File: config.mk
export PLATFORM = sky130hd
export DESIGN_NAME = hilo_controller
export DESIGN_NICKNAME = d
export VERILOG_FILES = /design/src/rtl/hilo_pkg.sv /design/src/rtl/hilo_latency_counter.sv /design/src/rtl/hilo_controller.sv
export SDC_FILE = /design/constraint.sdc
export NUM_CORES = 1
export LEC_CHECK = 0
export BUFFER_PORTS_ARGS = -buffer_cell sky130_fd_sc_hd__clkbuf_2
export CAP_MARGIN = 5
export CORE_ASPECT_RATIO = 0.5
export CORE_UTILIZATION = 40
export DETAILED_ROUTE_END_ITERATION = 7
export PLACE_DENSITY = 0.73
export RECOVER_POWER = 100
export SYNTH_ARGS = -nofsm -noshare
export SYNTH_HDL_FRONTEND = slang
export SYNTH_SLANG_ARGS = --single-unit
File: constraint.sdc
create_clock -name clk -period 5.5 [get_ports clk]
set_clock_uncertainty 0.1 [all_clocks]
set_input_delay 1.1 -clock clk [delete_from_list [all_inputs] [get_ports clk]]
set_output_delay 1.1 -clock clk [all_outputs]
set_load 0.05 [all_outputs]
File: src/rtl/hilo_pkg.sv
// Shared types and constants for the HI/LO controller and the mult/div unit it drives.
// The default latency here must match the mult/div unit's pipeline depth.
package hilo_pkg;

  typedef enum logic [1:0] {
    ST_IDLE    = 2'd0,
    ST_LAUNCH  = 2'd1,
    ST_WAIT    = 2'd2,
    ST_CAPTURE = 2'd3
  } hilo_state_e;

  localparam logic OP_DIV  = 1'b0;
  localparam logic OP_MULT = 1'b1;

  localparam int HILO_LATENCY = 33;
  localparam int HILO_CNT_W   = 6;

endpackage

File: src/rtl/hilo_latency_counter.sv
// Loadable down-counter that times the mult/div unit latency.
// Holds at zero once drained; zero flag is a decode of the count register.
module hilo_latency_counter #(
  parameter int CNT_W = 6
) (
  input  logic             clk,
  input  logic             reset,
  input  logic             load,
  input  logic             en,
  input  logic [CNT_W-1:0] load_val,
  output logic             zero
);

  logic [CNT_W-1:0] count;

  always_ff @(posedge clk) begin
    if (reset) begin
      count <= '0;
    end else if (load) begin
      count <= load_val;
    end else if (en && (count != '0)) begin
      count <= count - 1'b1;
    end
  end

  assign zero = (count == '0);

endmodule

File: src/rtl/hilo_controller.sv
// Initiator for the multiply/divide unit: launches ops, times the fixed latency,
// captures HI/LO and services MTHI/MTLO while idle.
//
// state      | meaning
// ST_IDLE    | accepts req / mthi / mtlo; done or div0_exc may pulse here
// ST_LAUNCH  | md_start pulse, latency counter loaded with LATENCY-1
// ST_WAIT    | counting down; a div aborts here on md_div0
// ST_CAPTURE | md_hi/md_lo copied into the architectural HI/LO
module hilo_controller
  import hilo_pkg::*;
#(
  parameter int LATENCY = HILO_LATENCY,
  parameter int CNT_W   = HILO_CNT_W
) (
  input  logic        clk,
  input  logic        reset,
  input  logic        req,
  input  logic        op,
  input  logic        mthi,
  input  logic        mtlo,
  input  logic [31:0] wdata,
  input  logic [31:0] md_hi,
  input  logic [31:0] md_lo,
  input  logic        md_div0,
  output logic        md_start,
  output logic        md_control,
  output logic [31:0] hi,
  output logic [31:0] lo,
  output logic        busy,
  output logic        done,
  output logic        div0_exc
);

  localparam logic [CNT_W-1:0] LOAD_VAL = CNT_W'(LATENCY - 1);

  hilo_state_e state;
  logic        op_q;
  logic        cnt_zero;

  hilo_latency_counter #(
    .CNT_W (CNT_W)
  ) u_cnt (
    .clk      (clk),
    .reset    (reset),
    .load     (state == ST_LAUNCH),
    .en       (state == ST_WAIT),
    .load_val (LOAD_VAL),
    .zero     (cnt_zero)
  );

  // op select is held from launch until the next accepted request
  assign md_control = op_q;

  always_ff @(posedge clk) begin
    if (reset) begin
      state    <= ST_IDLE;
      hi       <= '0;
      lo       <= '0;
      op_q     <= OP_DIV;
      md_start <= 1'b0;
      busy     <= 1'b0;
      done     <= 1'b0;
      div0_exc <= 1'b0;
    end else begin
      md_start <= 1'b0;
      done     <= 1'b0;
      div0_exc <= 1'b0;
      case (state)
        ST_IDLE: begin
          if (mthi) hi <= wdata;
          if (mtlo) lo <= wdata;
          if (req) begin
            op_q     <= op;
            md_start <= 1'b1;
            busy     <= 1'b1;
            state    <= ST_LAUNCH;
          end
        end
        ST_LAUNCH: begin
          state <= ST_WAIT;
        end
        ST_WAIT: begin
          // divide-by-zero abort wins even on the final counted cycle
          if ((op_q == OP_DIV) && md_div0) begin
            div0_exc <= 1'b1;
            busy     <= 1'b0;
            state    <= ST_IDLE;
          end else if (cnt_zero) begin
            state <= ST_CAPTURE;
          end
        end
        ST_CAPTURE: begin
          hi    <= md_hi;
          lo    <= md_lo;
          done  <= 1'b1;
          busy  <= 1'b0;
          state <= ST_IDLE;
        end
        default: begin
          busy  <= 1'b0;
          state <= ST_IDLE;
        end
      endcase
    end
  end

endmodule

# After elaboration in Yosys (flattened, before gate mapping)
# Index checks and enable logic that the tools add are counted.
# W data, S select, Z words.
# word_totals
rom_bits	0
latch_bits	0
memories	0
reg_bits	77
wordCells	54
out_inout_bits	69
inputBits	103
ramBits	0
# op_classes
shifts	0
muxes	16
n_reduce_logical	16
add_sub_neg	1
mul	0
div	0
n_eq_ne	8
bitwise_logic	3
order_cmp	0
# ops
op	count
$pmux W32 S2	2
$mux W32	2
$mux W6	2
$ne A2 B2 Y1 const B	4
$pmux W2 S4	1
$reduce_and A2 Y1	4
$logic_not A6 Y1	1
$mux W2	3
$reduce_bool A6 Y1	1
$reduce_or A2 Y1	3
$sub A6 B1 Y6 const B	1
$mux W1	5
$eq A2 B2 Y1 const B	2
$reduce_bool A2 Y1	2
$ne A3 B3 Y1 const B	1
$not A1 Y1	3
$pmux W1 S3	1
$reduce_and A3 Y1	1
$reduce_bool A3 Y1	1
$eq A2 B1 Y1 const B	1
$logic_and A1 B1 Y1	2
$logic_not A2 Y1	1

# Depth between registers and ports, before layout
# Gate-level depths: netlist of the first run.
# logic_depth
word_depth	4
mapped_depth	7

# By module
# From an unflattened synthesis of the first run, not the netlist that was laid out.
# hier_totals
hier_cells	359
hier_area_um2	3464.6
# by_module_without_submodules
mod	area_each_um2	cells_per_inst	instances	seq_area_each_um2
hilo_controller	3093.0	317	1	1421.4
hilo_latency_counter	371.6	42	1	120.1

# Worst setup path before layout of the first run
# Ideal clock, no wire load.
# synth_timing
path_kind	input to register
start	input reset
end	register state[0]
arrival_time_ns	1.888
stages	4
required_time_ns	5.270
path_buffers	3
setup_slack_ns	3.382
path_cell_list	clkbuf_1 clkbuf_1 clkbuf_1 nor3_1
# synth_rtl
item	line_no	rtl
start: declaration	hilo_controller.sv:16	input logic reset,
end signal: assignment	hilo_controller.sv:56	state <= ST_IDLE;
end signal: assignment	hilo_controller.sv:76	state <= ST_LAUNCH;
end signal: assignment	hilo_controller.sv:80	state <= ST_WAIT;
end: declaration	hilo_controller.sv:36	hilo_state_e state;
# No word-level cell between the ends.

# Worst setup path in the final report of the first run
# layout_timing
start	input reset
end	register lo[7]
# layout_rtl
item	line_no	rtl
end signal: assignment	hilo_controller.sv:71	if (mtlo) lo <= wdata;
end signal: assignment	hilo_controller.sv:94	lo <= md_lo;
end: declaration	hilo_controller.sv:28	output logic [31:0] lo,
# No word-level cell between the ends.

==> out/metrics.csv, run 1 <==
metric;value;unit
Tightest Pin Transition;2.622;ns
share of layout cells above drive strength 1;21.48;%
clock buffer depth;2;
PD cells;364.4;nW/um^2
residual DRC count;0;
WL final;9.257;mm
Synth Flop Type;dfxtp_1;
Worst slew margin;-74.79;%
Hold/Removal Path Class;register to register;
Layout Utilization;54.65;%
worst slack at placement;2.768;ns
largest net degree at the start of global routing;97;
mapped cell area;3425;um^2
CP arrival;3.53;ns
port bufs;171;
total CTS buffers;9;
total power;1.622;mW
Vias/cell;5.065;
design area;4451;um^2
FF+latch count, synth;77;
Max VDD drop;0.0001682;V
CTS tree;built;
area post-placement;4259;um^2
Top Ports;172;
fmax;280.7;MHz
global-route wire length before repair;14.42;mm
Critical Path RT;5.47;ns
initial antenna violation count;0;
RSZ-0062 raised after global routing;no;
status;finished, violations left;
CTS H-Tree Depth;3;
mean post-synth cell area;8.519;um^2
Synth async-reset ratio;0;%
violated checks;max-capacitance violations, max-slew violations;
post-route ant nets;0;
gpl congestion;0.8199;
post-route insts no fill;666;
sequential cell area fraction in the yosys report;45.01;%
most frequent cells in the layout;102 x clkbuf_2, 77 x dfxtp_1, 73 x clkbuf_1;
Fin Hold WS;0.3635;ns
placed cells;650;
CP peak stage delay;1.90;ns
Worst-Skew Late Latency;0.33;ns
element type at the critical path end;register;
Crit Path Max Fanout;58;
clk sinks;77;
chip width;132.9;um
PnR worst setup slack;1.938;ns
number of global-route vias before repair;2942;
drt first pass iters;4;
hold buffer count at CTS;0;
crit path launch type;primary input;
net count after synthesis;507;
row count;23;
minimum clock period;3.562;ns
setup bufs post-CTS;0;
Max-Cap Viols;2;
Final Hold Viols;0;
Iter 0 DRT Violations;175;
synthesized instance count;402;
wire length per cell;13.90;um
most common cell after layout, fill and taps aside;clkbuf_2;
CP Class;primary input to register;
Layout Nets;654;
crit-path cells;clkbuf_2, clkbuf_1, a2111oi_0;
max-slew violation count;124;
Cell variety after synth;30;
Die Ht;67.43;um
Core Area;8144;um^2
root buf cell;clkbuf_16;
CP max stage cell;clkbuf_1;
synth warn;0;
post-CTS sizing;0;
Setup TNS;0;ns
area grow syn2layout;29.96;%
antenna diode count;0;
Initial Util;42.05;%
via count;3373;
hpwl dp;6.291;mm
clock-pin slew on the worst setup and hold paths;0.06;ns
grt total ovfl;0;
Post-synth EDFFs;0;
DIE AREA;8958;um^2
Total GRT Usage;20.39;%
Lkg Pwr;1.911;nW
final setup vio count;0;
Final period util;64.76;%
worst max-delay path: cells and delay by family:
kind	cells	cell delay, ns
buf+inv	2	2.25
compound gates	1	0.15
final timing paths:
check,startpoint,to,slack (ns),cells after the start
max reg2reg,state[0],hi[7],2.34,4
max,reset,lo[7],1.94,3
min reg2reg,busy,busy,0.36,2
min,busy,busy,0.36,2
logic make-up (layout without fill, tap and decap cells):
group                    after synthesis  count (layout)  synth area share [%]
buffers and inverters                 42             194                 5.992
AO/OA/AOI/OAI                         83              83                 18.34
adder cells (fa/ha/maj)                2               2                0.7306
AND/OR/NAND/NOR                      166             166                 20.57
multiplexers                          32              32                 9.353
flip-flops                            77              77                 45.01
area by class of cell:
cell class | instances | area, um^2
clock buffer | 16 | 291.5
inverter | 5 | 18.77
sequential | 77 | 1541
timing repair buffer | 173 | 780.7
fill | 817 | 3694
multi-input combinational | 283 | 1678
tap | 112 | 140.1
metal layers:
metal	up-vias	GRT usage, %	part of all wire [%]
met5	-	0	0
met4	0	7.184	1.7
met3	17	4.955	3.7
met2	81	34.29	48
met1	1550	25.92	46
li1	1725	-	-
state kept, by name, indices dropped and copies added, names as in the netlist:
signal	flops
state	2
lo	32
div0_exc	1
md_control	1
md_start	1
hi	32
u_cnt.count	6
done	1
busy	1
cell usage after synthesis (all sizes together), types with 5 or more instances:
library cell | count | area [um^2]
inv | 5 | 18.77
a211oi | 31 | 232.7
nor3 | 6 | 30.03
clkbuf | 19 | 71.32
mux2i | 32 | 320.3
nor2 | 70 | 270.3
a311oi | 32 | 280.3
buf | 18 | 115.1
a21oi | 8 | 40.04
o21ai | 5 | 25.02
dfxtp | 77 | 1541
nand2 | 70 | 262.8
report_power, final:
group	leakage, nW	total, mW	switching, mW	internal, mW
logic	1.13	0.408	0.293	0.116
clock network	0.143	0.571	0.215	0.356
registers	0.635	0.643	0.0319	0.611
(Power assumes the default switching activity.)
==> inputs of run 2 (changes only) <==
PLACE_DENSITY = 0.76   (was 0.73)
clock period = 3 ns   (was 5.5 ns; I/O delays follow)
==> run 2 against run 1 <==
- the run still ends with max-capacitance violations, max-slew violations left
- routed wire length grew 1.9%
- global-route usage decreased by 0.18 points
- cell count increased by 0.60%
- setup slack got worse by 1.4 ns
- sequential power grew 82%
- sequential share of layout area down 0.94 points
- die area stayed put
- count of clock-buffer cells in the layout shrank 7
- cell area is 2.8% higher
- critical path depth up 1
==> out/metrics.csv, run 2 (synthesis gave the netlist of run 1 again) <==
metric;value;unit;change
worst slack at placement;0.8518;ns;was 2.768 ns
largest net degree at the start of global routing;97;;unchanged
initial antenna violation count;0;;unchanged
Hold/Removal Path Class;register to register;;unchanged
hold buffer count at CTS;0;;unchanged
drt first pass iters;4;;unchanged
Worst slew margin;-14.14;%;was -74.79%
post-route ant nets;0;;unchanged
Max VDD drop;0.0003525;V;was 0.0001682 V
clk sinks;77;;unchanged
CTS tree;built;;unchanged
PnR worst setup slack;0.5734;ns;was 1.938 ns
WHS Path Cells;2;;unchanged
cells on worst reg2reg path;4;;unchanged
total CTS buffers;9;;unchanged
violated checks;max-capacitance violations, max-slew violations;;unchanged
most frequent cells in the layout;102 x clkbuf_2, 77 x dfxtp_1, 70 x nor2_1;;was 102 x clkbuf_2, 77 x dfxtp_1, 73 x clkbuf_1
DIE AREA;8958;um^2;unchanged
fmax;412.1;MHz;
Vias/cell;5.069;;was 5.065
element type at the critical path end;register;;unchanged
Fin Hold WS;0.3659;ns;was 0.3635 ns
row count;23;;unchanged
Lkg Pwr;1.962;nW;was 1.911 nW
Total GRT Usage;20.21;%;was 20.39%
Layout Utilization;56.17;%;was 54.65%
clock buffer depth;2;;unchanged
residual DRC count;0;;unchanged
number of global-route vias before repair;2920;;was 2,942
post-CTS sizing;0;;unchanged
max-slew violation count;97;;was 124
Die Ht;67.43;um;unchanged
r2r setup slk;0.57;ns;was 2.34 ns
Final Hold Viols;0;;unchanged
Worst-Skew Late Latency;0.33;ns;about the same
Final period util;80.89;%;
final setup vio count;0;;unchanged
global-route wire length before repair;14.22;mm;was 14.42 mm
chip width;132.9;um;unchanged
Initial Util;42.05;%;unchanged
CP arrival;2.57;ns;was 3.53 ns
minimum clock period;2.427;ns;
Iter 0 DRT Violations;218;;was 175
area grow syn2layout;33.58;%;was 29.96%
CP Class;register to register;;was primary input to register
PD cells;710.1;nW/um^2;was 364.4 nW/um^2
via count;3396;;was 3,373
Max-Cap Viols;1;;was 2
status;finished, violations left;;unchanged
clock-pin slew on the worst setup and hold paths;0.06;ns;about the same
most common cell after layout, fill and taps aside;clkbuf_2;;unchanged
Setup TNS;0;ns;unchanged
design area;4574;um^2;was 4451 um^2
Worst R2R End;hi[10];;was hi[7]
gpl congestion;0.7855;;was 0.8199
Top Ports;172;;unchanged
Hold Crit Start;busy;;unchanged
Worst R2R Start;state[0];;unchanged
setup bufs post-CTS;0;;unchanged
hpwl dp;6.355;mm;was 6.291 mm
area post-placement;4314;um^2;was 4259 um^2
crit path launch type;register;;was primary input
Hold Path Sink;busy;;unchanged
grt total ovfl;0;;unchanged
Crit Path Max Fanout;96;;was 58
Tightest Pin Transition;1.706;ns;was 2.622 ns
Critical Path RT;3.14;ns;was 5.47 ns
wire length per cell;14.07;um;was 13.90 um
antenna diode count;0;;unchanged
RSZ-0062 raised after global routing;no;;unchanged
port bufs;171;;unchanged
root buf cell;clkbuf_16;;unchanged
CTS H-Tree Depth;3;;unchanged
Core Area;8144;um^2;unchanged
WL final;9.429;mm;was 9.257 mm
share of layout cells above drive strength 1;22.76;%;was 21.48%
Layout Nets;658;;was 654
top flop regs;hi: 32 flops, lo: 32 flops, u_cnt.count: 6 flops;;unchanged
run 2: changes by cell type in the layout (fill, tap and decap cells not counted), moves of 2 or more:
cell	delta
clkbuf_1	-4
clkbuf_8	-4
buf_12	+2
bufinv_16	+4
buf_4	+3
clkinv_2	+2
run 2: through the flow:
stage / power [mW] / cells
2_1_floorplan: 1.772 / 402
3_3_place_gp: 1.971 / 654
3_5_place_dp: 1.983 / 654
4_1_cts: 3.299 / 670
5_1_grt: 3.384 / 670
6_report: 3.248 / 670
run 2: worst max-delay path: stages, from the launching register on:
cell and delay [ns]:
dfxtp_1 0.31, buf_4 0.19, nand2_2 1.19, nand2_1 0.17, a311oi_1 0.32
run 2: how the worst max path moves through the flow:
stage / cells past startpoint / start / to / slack (ns)
floorplan: 5 / u_cnt.count[0] / u_cnt.count[1] / 1.26
global placement: 4 / state[1] / lo[7] / 0.94
global route: 3 / state[1] / lo[16] / 0.34
CTS: 5 / state[1] / hi[15] / 0.84
detailed placement: 5 / state[1] / hi[15] / 0.85
finish: 4 / state[0] / hi[10] / 0.57
run 2: report_power, final:
group / total [mW] / internal, mW / switching [mW]
Clock: 1.31 / 0.893 / 0.421
Combinational: 0.761 / 0.215 / 0.546
Sequential: 1.17 / 1.12 / 0.0534
run 2: final cells by class:
class                      instances  area, um^2
inverter                           5       18.77
clock buffer                       9       225.2
tap                              112       140.1
clock inverter                     7       137.6
timing repair buffer             177       839.6
sequential                        77        1541
multi-input combinational        283        1672
fill                             775        3570
run 2: metal layers:
layer  global-route usage, %  up-vias  wire (um)
met1                   25.18     1584       4134
met3                   5.030       11        367
met2                   35.08       70       4812
met4                   6.178        0        114
met5                       0        -          0
li1                        -     1731          -
